`config.mk`:
```
export PLATFORM = sky130hd
export DESIGN_NAME = fwd_hazard_ctrl
export DESIGN_NICKNAME = d
export VERILOG_FILES = /design/src/rtl/fwd_hazard_ctrl.sv
export SDC_FILE = /design/constraint.sdc
export NUM_CORES = 1
export LEC_CHECK = 0
export ABC_AREA = 1
export CORE_UTILIZATION = 52
export CTS_CLUSTER_DIAMETER = 80
export DETAILED_ROUTE_END_ITERATION = 7
export PLACE_DENSITY = 0.79
export SYNTH_ARGS = -nofsm -noshare
export SYNTH_HDL_FRONTEND = slang
export SYNTH_SLANG_ARGS = --single-unit
```
`constraint.sdc`:
```
create_clock -name clk -period 1.65 [get_ports clk]
set_input_delay 0.33 -clock clk [delete_from_list [all_inputs] [get_ports clk]]
set_output_delay 0.33 -clock clk [all_outputs]
set_load 0.005 [all_outputs]
```
`src/rtl/fwd_hazard_ctrl.sv`:
```
// Forwarding-select and load-use stall control for a five-stage in-order pipeline.
// EX/MEM/WB destination state is tracked internally from the decode-stage fields.
module fwd_hazard_ctrl #(
    parameter int AW = 5,
    parameter int CW = 16
) (
    input  logic          clk,
    input  logic          rst_n,
    input  logic          id_valid,
    input  logic [AW-1:0] id_rs1,
    input  logic [AW-1:0] id_rs2,
    input  logic [AW-1:0] id_rd,
    input  logic          id_regwrite,
    input  logic          id_memread,
    input  logic          ex_flush,
    output logic [1:0]    fwd_a,
    output logic [1:0]    fwd_b,
    output logic          stall,
    output logic          pc_write,
    output logic          ifid_write,
    output logic [CW-1:0] stall_count
);

    localparam logic [AW-1:0] REG_ZERO = {AW{1'b0}};
    localparam logic [CW-1:0] CNT_MAX  = {CW{1'b1}};

    // Nearest producer wins: MEM result first, then WB data, never for x0.
    function automatic logic [1:0] fwd_select(
        input logic [AW-1:0] src,
        input logic [AW-1:0] mem_rd,
        input logic          mem_rw,
        input logic [AW-1:0] wb_rd,
        input logic          wb_rw
    );
        logic [1:0] sel;
        if (mem_rw && (mem_rd != REG_ZERO) && (mem_rd == src)) begin
            sel = 2'b10;
        end else if (wb_rw && (wb_rd != REG_ZERO) && (wb_rd == src)) begin
            sel = 2'b01;
        end else begin
            sel = 2'b00;
        end
        return sel;
    endfunction

    logic [AW-1:0] ex_rs1_r, ex_rs2_r, ex_rd_r, mem_rd_r, wb_rd_r;
    logic          ex_regwrite_r, ex_memread_r;
    logic          mem_regwrite_r, mem_memread_r, wb_regwrite_r;
    logic [CW-1:0] stall_count_r;
    logic          stall_s, load_ex_s, unused_s;

    // Load-use detection; a flush squashes the consumer, so it never stalls.
    always_comb begin
        stall_s   = 1'b0;
        load_ex_s = 1'b0;
        if (ex_memread_r && (ex_rd_r != REG_ZERO) && id_valid && !ex_flush &&
            ((ex_rd_r == id_rs1) || (ex_rd_r == id_rs2))) begin
            stall_s = 1'b1;
        end else begin
            stall_s = 1'b0;
        end
        load_ex_s = id_valid && !stall_s && !ex_flush;
    end

    assign stall       = stall_s;
    assign pc_write    = ~stall_s;
    assign ifid_write  = ~stall_s;
    assign fwd_a       = fwd_select(ex_rs1_r, mem_rd_r, mem_regwrite_r, wb_rd_r, wb_regwrite_r);
    assign fwd_b       = fwd_select(ex_rs2_r, mem_rd_r, mem_regwrite_r, wb_rd_r, wb_regwrite_r);
    assign stall_count = stall_count_r;
    // The MEM load flag is kept for stage visibility; no current rule consumes it.
    assign unused_s    = mem_memread_r;

    // Stage tracker: shift EX->MEM->WB, EX takes the decode fields or a bubble.
    always_ff @(posedge clk or negedge rst_n) begin
        if (!rst_n) begin
            ex_rs1_r       <= {AW{1'b0}};
            ex_rs2_r       <= {AW{1'b0}};
            ex_rd_r        <= {AW{1'b0}};
            ex_regwrite_r  <= 1'b0;
            ex_memread_r   <= 1'b0;
            mem_rd_r       <= {AW{1'b0}};
            mem_regwrite_r <= 1'b0;
            mem_memread_r  <= 1'b0;
            wb_rd_r        <= {AW{1'b0}};
            wb_regwrite_r  <= 1'b0;
        end else begin
            wb_rd_r        <= mem_rd_r;
            wb_regwrite_r  <= mem_regwrite_r;
            mem_rd_r       <= ex_rd_r;
            mem_regwrite_r <= ex_regwrite_r;
            mem_memread_r  <= ex_memread_r;
            if (load_ex_s) begin
                ex_rs1_r      <= id_rs1;
                ex_rs2_r      <= id_rs2;
                ex_rd_r       <= id_rd;
                ex_regwrite_r <= id_regwrite;
                ex_memread_r  <= id_memread;
            end else begin
                ex_rs1_r      <= {AW{1'b0}};
                ex_rs2_r      <= {AW{1'b0}};
                ex_rd_r       <= {AW{1'b0}};
                ex_regwrite_r <= 1'b0;
                ex_memread_r  <= 1'b0;
            end
        end
    end

    // Saturating count of stalled cycles.
    always_ff @(posedge clk or negedge rst_n) begin
        if (!rst_n) begin
            stall_count_r <= {CW{1'b0}};
        end else if (stall_s && (stall_count_r != CNT_MAX)) begin
            stall_count_r <= stall_count_r + CW'(1);
        end else begin
            stall_count_r <= stall_count_r;
        end
    end

endmodule

```
==> results of run 1 <==
power groups by stage:
stage	clock, mW	sequential [mW]	combinational (mW)
after detailed placement	0	1.18	0.240
after floorplan	0	1.18	0.108
after global routing	0.720	1.17	0.316
after CTS	0.666	1.16	0.263
final	0.660	1.17	0.290
after global placement	0	1.18	0.234
path summary, 6_finish.rpt:
kind	from	to	slack [ps]	cells after the start
hold reg to reg	ex_regwrite_r$_DFF_PN0_	mem_regwrite_r$_DFF_PN0_	360	0
min in group asynchronous	rst_n	ex_rd_r[2]$_DFF_PN0_	490	2
setup / recovery	mem_rd_r[0]$_DFF_PN0_	fwd_b[0]	-260	7
setup reg to reg	ex_rd_r[0]$_DFF_PN0_	ex_rs1_r[1]$_DFF_PN0_	30	10
hold / removal	ex_regwrite_r$_DFF_PN0_	mem_regwrite_r$_DFF_PN0_	360	0
max in group asynchronous	rst_n	mem_rd_r[1]$_DFF_PN0_	650	3
state kept, by name, indices dropped and copies added, names as in the netlist:
| name | count |
|---|---|
| mem_rd_r | 5 |
| wb_regwrite_r | 1 |
| ex_rs1_r | 5 |
| wb_rd_r | 5 |
| ex_regwrite_r | 1 |
| ex_rs2_r | 5 |
| mem_regwrite_r | 1 |
| ex_memread_r | 1 |
| ex_rd_r | 5 |
| stall_count | 16 |
cell usage in the layout (no fill, tap or decap), types with 4 or more instances in the layout:
master	n
sky130_fd_sc_hd__inv_2	8
sky130_fd_sc_hd__dlygate4sd2_1	8
sky130_fd_sc_hd__o21ai_0	4
sky130_fd_sc_hd__buf_2	6
sky130_fd_sc_hd__inv_1	29
sky130_fd_sc_hd__dfrtp_2	12
sky130_fd_sc_hd__nand2_2	12
sky130_fd_sc_hd__xnor2_1	12
sky130_fd_sc_hd__nor2_4	5
sky130_fd_sc_hd__nor2_2	5
sky130_fd_sc_hd__xor2_1	11
sky130_fd_sc_hd__nand3_1	6
sky130_fd_sc_hd__buf_6	8
sky130_fd_sc_hd__clkdlybuf4s50_1	25
sky130_fd_sc_hd__dfrtp_1	33
sky130_fd_sc_hd__nand2_1	74
sky130_fd_sc_hd__clkbuf_8	5
sky130_fd_sc_hd__nor2_1	34
sky130_fd_sc_hd__nand4_1	25
sky130_fd_sc_hd__buf_4	37
sky130_fd_sc_hd__xnor2_2	6
through the flow:
step / hold slack, ps / instance area, um2 / instances / setup TNS [ps]
2_1_floorplan: 34.41 / 2471 / 298 / 0
3_3_place_gp: 295.8 / 3115 / 413 / -9841
3_5_place_dp: 292.3 / 3115 / 413 / -11040
4_1_cts: 356.4 / 3359 / 433 / -1011
5_1_grt: 368.3 / 3533 / 443 / -1941
6_report: 361.2 / 3533 / 443 / -1142
metal layers:
| metal | wire length (um) | part of all wire [%] | up-vias |
|---|---|---|---|
| met2 | 3234 | 49 | 72 |
| met5 | 0 | 0 | - |
| met1 | 2857 | 43 | 1119 |
| met4 | 163 | 2.5 | 0 |
| li1 | - | - | 1124 |
| met3 | 340 | 5.2 | 13 |
Yosys cell counts:
library cell               count
sky130_fd_sc_hd__nand2_1      78
sky130_fd_sc_hd__dfrtp_1      45
sky130_fd_sc_hd__nor2_1       42
sky130_fd_sc_hd__inv_1        33
sky130_fd_sc_hd__nand4_1      25
sky130_fd_sc_hd__xnor2_1      18
sky130_fd_sc_hd__xor2_1       11
sky130_fd_sc_hd__nand2_2       9
sky130_fd_sc_hd__nand3_1       6
sky130_fd_sc_hd__o21ai_0       5
sky130_fd_sc_hd__nor3_1        4
sky130_fd_sc_hd__buf_2         3
sky130_fd_sc_hd__inv_2         3
sky130_fd_sc_hd__nand2_4       2
sky130_fd_sc_hd__nand3_2       2
sky130_fd_sc_hd__nor2_4        2
sky130_fd_sc_hd__buf_12        1
sky130_fd_sc_hd__buf_4         1
sky130_fd_sc_hd__buf_6         1
sky130_fd_sc_hd__clkinv_1      1
sky130_fd_sc_hd__ha_1          1
sky130_fd_sc_hd__nand3_4       1
sky130_fd_sc_hd__nand3b_1      1
sky130_fd_sc_hd__nand4_4       1
sky130_fd_sc_hd__nor2_8        1
sky130_fd_sc_hd__nor3_4        1
cell families (layout without fill, tap and decap cells):
family                   Yosys count  count (layout)  share of synthesized area [%]
AO/OA/AOI/OAI                      5               5                          1.012
buffers and inverters             43             135                          7.797
XOR/XNOR                          29              29                          10.28
adder cells (fa/ha/maj)            1               1                         0.5062
AND/OR/NAND/NOR                  175             176                          34.84
flip-flops                        45              45                          45.57
layout make-up:
type | count | area, um2 | share of cell area [%]
flip-flops and latches | 45 | 1141 | 32.29
repair buffers | 90 | 808.3 | 22.88
multi-input cells | 211 | 1297 | 36.72
inverters | 37 | 138.9 | 3.931
well taps | 52 | 65.06 | 1.841
clock buffers | 6 | 72.57 | 2.054
clock inverters | 2 | 10.01 | 0.2833
timing repair:
item                       in CTS  in global routing
hold endpoints to repair       17                  0
setup buffers                  11                 10
hold buffers                    1                  0
gates resized for setup        60                 37
setup endpoints to repair      26                 33
cloned                          1                  0
pin swaps                      27                 18
==> reports/qor.txt, run 1 <==
htree depth -> 2
antenna-violating nets left -> 0
dominant delay contributor by cell family on the critical path -> flip-flops
final routed wirelength across all metal layers -> 6.595 mm
met1 routing resource usage after global routing -> 38.08%
total inserted antenna cells -> 0
cell with the biggest individual delay on the critical path -> sky130_fd_sc_hd__dfrtp_1
total number of yosys warnings -> 0
Synth Net Count -> 320
area growth from synthesis to layout -> 42.99%
total vias in the final route -> 2328
Yosys top cell area share -> 45.57%
Clk pwr share -> 31.2%
clock-pin slew of the registers on the worst-case setup and hold paths -> 80 ps
fin crit period -> 1905 ps
startpoint type of the worst setup path -> flop
post-synthesis sequential element count -> 45
final count of negative-setup-slack endpoints -> 7
period utilization -> 115.5%
Post-Syn Area per Cell -> 8.292 um2
first-pass GRT wire length -> 10.70 mm
count of endpoints failing hold in the final timing report -> 0
Top Ports -> 44
met2 demand-to-capacity share in global routing -> 43.80%
Comb pwr share -> 13.7%
longest individual stage delay on the worst path -> 400 ps
via-per-instance ratio -> 5.255
hpwl dp -> 4.196 mm
outcome -> finished with violations
number of buffers created by CTS -> 5
maximum number of pins on one net before global-route repair -> 29
number of antenna violations at the first check in global routing -> 0
largest fanout of any net on the critical path -> 3
kind of critical path -> flop to output port
critical path arrival -> 1580 ps
slew of the pin with the lowest slew margin -> 428.5 ps
clock tree root driver cell -> sky130_fd_sc_hd__clkbuf_8
skew final -> 7.922 ps
detail-routed net length per standard cell -> 14.89 um
synthesized area -> 2471 um2
cell count after synthesis -> 298
final weighted congestion in routability-driven placement -> 0.8896
# fillers -> 274
share of layout cells above drive strength 1 -> 31.46%
cells along the critical path -> buf_6 -> xnor2_2 -> nand4_1 -> nor3_2 -> buf_4 -> nor2_2 -> buf_2
GRT met3 Usage -> 4.843%
classification of the worst-slack hold path -> flop to flop
overflow left after global routing -> 0
starting density of the core -> 55.23%
RSZ-0062 raised after global routing -> true
maximum operating frequency -> 524.9 MHz
Post-route DRC -> 4
via count of the first global-routing pass -> 2246
IO Port Bufs -> 43
net switching power -> 0.5401 mW
kind of end point of the critical path -> output port
CORE AREA -> 4474 um2
leakage power -> 1.859 nW
Max Root-Sink Buffers -> 2
worst voltage drop across the vdd grid -> 0.5591 mV
number of iterations in the first detailed-routing pass -> 6
clock sinks -> 45
site row count -> 24
overall die area -> 5032 um2
TritonCTS clock tree -> built
worst slew margin relative to its limit -> 71.43%
Switching Fraction -> 25.51%
Buf/Inv on CP -> 3
Seq/Total Area, Yosys -> 45.57%
cell type contributing the most total cell area after synthesis -> sky130_fd_sc_hd__dfrtp_1
final design utilization -> 78.97%
clock network latency to the later pin of the worst-skew pair -> 300 ps
unique cell type count in the Yosys netlist -> 26
pre-CTS setup slack -> -609.2 ps
max cap viols -> 0
chip height -> 70.94 um
Final Power -> 2.117 mW
Total Routing Usage GR -> 27.92%
post-layout worst setup margin -> -255.1 ps
violations in the final reports -> design-rule violations, negative setup slack
critical path required time -> 1320 ps
most utilized layer in the global route result -> met2
number of nets in the layout -> 412
die boundary width -> 70.94 um
power per standard cell area -> 599.1 nW/um2
Internal Power -> 1.577 mW
Flop pwr share -> 55.1%
Detailed Route Iter0 Violations -> 216
main area contributors after synthesis -> sky130_fd_sc_hd__dfrtp_1 (46%), sky130_fd_sc_hd__nand2_1 (12%), sky130_fd_sc_hd__nor2_1 (6.4%), sky130_fd_sc_hd__xnor2_1 (6.4%), sky130_fd_sc_hd__nand4_1 (6.3%)
number of slew-limit violations in the final report -> 0
Note: power is estimated with default switching activity, not from simulation.
==> run 2, diff against run 1 <==
- CORE_MARGIN: unset -> 2
==> run 2 against run 1 <==
Against the previous run:
- power up 3.4%
- routed wire length down 17%
- die area up 5.7%
- highest routed layer unchanged
- non-clock buffer count down 21
- the flow finishes with violations (negative setup slack)
- worst hold slack worse by 270 ps
- core utilization down 9.3 points
- combinational power down 18%
- setup slack better by 140 ps
==> reports/qor.txt, run 2 (synthesis gave the netlist of run 1 again) <==
max cap viols -> 0 (unchanged)
startpoint type of the worst setup path -> flop (unchanged)
TritonCTS clock tree -> built (unchanged)
skew final -> 6.926 ps (was 7.922 ps)
number of antenna violations at the first check in global routing -> 0 (unchanged)
maximum number of pins on one net before global-route repair -> 46 (was 29)
top routing layer in use -> met4 (unchanged)
FF-to-FF End -> stall_count[4]$_DFFE_PN0P_ (was ex_rs1_r[1]$_DFF_PN0_)
overall die area -> 5320 um2 (was 5032 um2)
RSZ-0062 raised after global routing -> true (unchanged)
outcome -> finished with violations (unchanged)
clock sinks -> 45 (unchanged)
critical path arrival -> 1440 ps (was 1580 ps)
fin crit period -> 1766 ps (was 1905 ps)
critical path required time -> 1320 ps (about the same)
DP Cell Count -> 408 (was 413)
Post-route DRC -> 0 (was 4)
R2R cell count -> 9 (was 10)
slack of the worst reg-to-reg path -> -40 ps (was 30 ps)
detailed route wirelength on metal3 -> 176 um (was 340 um)
site row count -> 25 (was 24)
# fillers -> 367 (was 274)
count of endpoints failing hold in the final timing report -> 0 (unchanged)
detail-routed net length per standard cell -> 12.99 um (was 14.89 um)
Final Power -> 2.190 mW (was 2.117 mW)
power per standard cell area -> 674.6 nW/um2 (was 599.1 nW/um2)
via count of the first global-routing pass -> 2041 (was 2246)
leakage power -> 1.708 nW (was 1.859 nW)
number of flip-flops in the largest register -> 16 (unchanged)
total vias in the final route -> 2108 (was 2328)
kind of end point of the critical path -> output port (unchanged)
number of buffers added to fix hold violations after cts -> 0 (was 1)
clock-pin slew of the registers on the worst-case setup and hold paths -> 80 ps (about the same)
final routed wirelength across all metal layers -> 5.482 mm (was 6.595 mm)
worst slew margin relative to its limit -> 64.33% (was 71.43%)
number of slew-limit violations in the final report -> 0 (unchanged)
total routed wire length on the met1 layer -> 2.475 mm (was 2.857 mm)
htree depth -> 2 (unchanged)
multi-input gate area in the final layout -> 1189 um2 (was 1297 um2)
first-pass GRT wire length -> 9.321 mm (was 10.70 mm)
final count of negative-setup-slack endpoints -> 20 (was 7)
clock tree root driver cell -> sky130_fd_sc_hd__clkbuf_8 (unchanged)
kind of critical path -> flop to output port (unchanged)
area growth from synthesis to layout -> 31.34% (was 42.99%)
end point of the critical path -> stall (was fwd_b[0])
maximum operating frequency -> 566.3 MHz (was 524.9 MHz)
antenna-violating nets left -> 0 (unchanged)
chip height -> 72.94 um (was 70.94 um)
Detailed Route Iter0 Violations -> 124 (was 216)
most frequent cells in the layout -> sky130_fd_sc_hd__nand2_1 (78), sky130_fd_sc_hd__nor2_1 (37), sky130_fd_sc_hd__dfrtp_1 (33) (was sky130_fd_sc_hd__nand2_1 (74), sky130_fd_sc_hd__buf_4 (37), sky130_fd_sc_hd__nor2_1 (34))
hpwl dp -> 3.883 mm (was 4.196 mm)
number of buffers created by CTS -> 5 (unchanged)
number of iterations in the first detailed-routing pass -> 4 (was 6)
post-layout worst setup margin -> -116.0 ps (was -255.1 ps)
Top Ports -> 44 (unchanged)
number of nets in the layout -> 390 (was 412)
Critical path origin -> ex_rd_r[2]$_DFF_PN0_ (was mem_rd_r[0]$_DFF_PN0_)
commonest non-fill, non-tap cell in the layout -> sky130_fd_sc_hd__nand2_1 (unchanged)
area after detailed placement -> 3053 um2 (was 3115 um2)
share of layout cells above drive strength 1 -> 23.37% (was 31.46%)
violations in the final reports -> negative setup slack (was design-rule violations, negative setup slack)
clock network latency to the later pin of the worst-skew pair -> 300 ps (about the same)
origin of the critical flop-to-flop path -> ex_rd_r[2]$_DFF_PN0_ (was ex_rd_r[0]$_DFF_PN0_)
hold slack -> 95.82 ps (was 361.2 ps)
starting density of the core -> 53.02% (was 55.23%)
overflow left after global routing -> 0 (unchanged)
final weighted congestion in routability-driven placement -> 0.9005 (was 0.8896)
CORE AREA -> 4661 um2 (was 4474 um2)
period utilization -> 107.0% (was 115.5%)
die boundary width -> 72.94 um (was 70.94 um)
Met2 Wirelength -> 2.739 mm (was 3.234 mm)
area occupied by registers -> 1141 um2 (unchanged)
slew of the pin with the lowest slew margin -> 535.1 ps (was 428.5 ps)
IO Port Bufs -> 43 (unchanged)
Total Routing Usage GR -> 22.99% (was 27.92%)
final non-filler cell total -> 422 (was 443)
Final Instance Area -> 3246 um2 (was 3533 um2)
total inserted antenna cells -> 0 (unchanged)
largest fanout of any net on the critical path -> 4 (was 3)
worst voltage drop across the vdd grid -> 0.4013 mV (was 0.5591 mV)
classification of the worst-slack hold path -> primary input to async pin (was flop to flop)
Max Root-Sink Buffers -> 2 (unchanged)
via-per-instance ratio -> 4.995 (was 5.255)
==> run 2: worst max-delay path, stage by stage (launching register included) <==
cell,delay (ps)
sky130_fd_sc_hd__dfrtp_1,400
sky130_fd_sc_hd__buf_4,150
sky130_fd_sc_hd__xnor2_1,180
sky130_fd_sc_hd__nand3_2,110
sky130_fd_sc_hd__nand2_4,90
sky130_fd_sc_hd__nand2_4,70
sky130_fd_sc_hd__inv_2,40
sky130_fd_sc_hd__buf_2,90
==> run 2: worst min path at each step <==
stage          cells past startpoint  slack, ps                           to                     from
5_1_grt                            2        150  stall_count[12]$_DFFE_PN0P_                    rst_n
3_5_place_dp                       0        350     mem_regwrite_r$_DFF_PN0_  ex_regwrite_r$_DFF_PN0_
3_3_place_gp                       0        340     mem_regwrite_r$_DFF_PN0_  ex_regwrite_r$_DFF_PN0_
2_1_floorplan                      0         30       ex_memread_r$_DFF_PN0_                    rst_n
4_1_cts                            2        110   stall_count[8]$_DFFE_PN0P_                    rst_n
6_report                           2        100  stall_count[12]$_DFFE_PN0P_                    rst_n
==> run 2: per-layer routing <==
metal | GRT usage (%) | up-vias
li1 | - | 1072
met1 | 31.17 | 980
met2 | 36.97 | 48
met3 | 4.006 | 8
met4 | 8.848 | 0
met5 | 0 | -
==> run 2: what timing repair did <==
item | 4_1_cts | 5_1_grt
pin swaps | 30 | 15
setup buffers | 5 | 3
hold endpoints to repair | 0 | 0
endpoints found under the setup margin | 25 | 32
resized for setup | 49 | 17
cloned | 0 | 0
==> run 2: final cells by class <==
type	instances	share of cell area (%)
clock buffers	5	2.120
clock inverters	2	1.079
inverters	37	4.279
multi-input cells	210	36.62
flip-flops and latches	45	35.16
well taps	54	2.082
repair buffers	69	18.66
==> run 2: report_power, final <==
part	switching (mW)	internal, mW	leakage [nW]
registers	0.0283	1.13	0.594
logic	0.121	0.118	1.06
clock network	0.352	0.440	0.0540
==> run 2: metrics by stage <==
| step | util [%] | setup TNS [ps] | worst slack, ps |
|---|---|---|---|
| floorplan | - | 0 | 182.3 |
| global placement | 65.50 | -11080 | -627.6 |
| detailed placement | 65.50 | -11440 | -634.1 |
| CTS | 68.48 | -929.6 | -142.9 |
| global route | 69.64 | -2546 | -177.8 |
| finish | 69.64 | -825.8 | -116.0 |
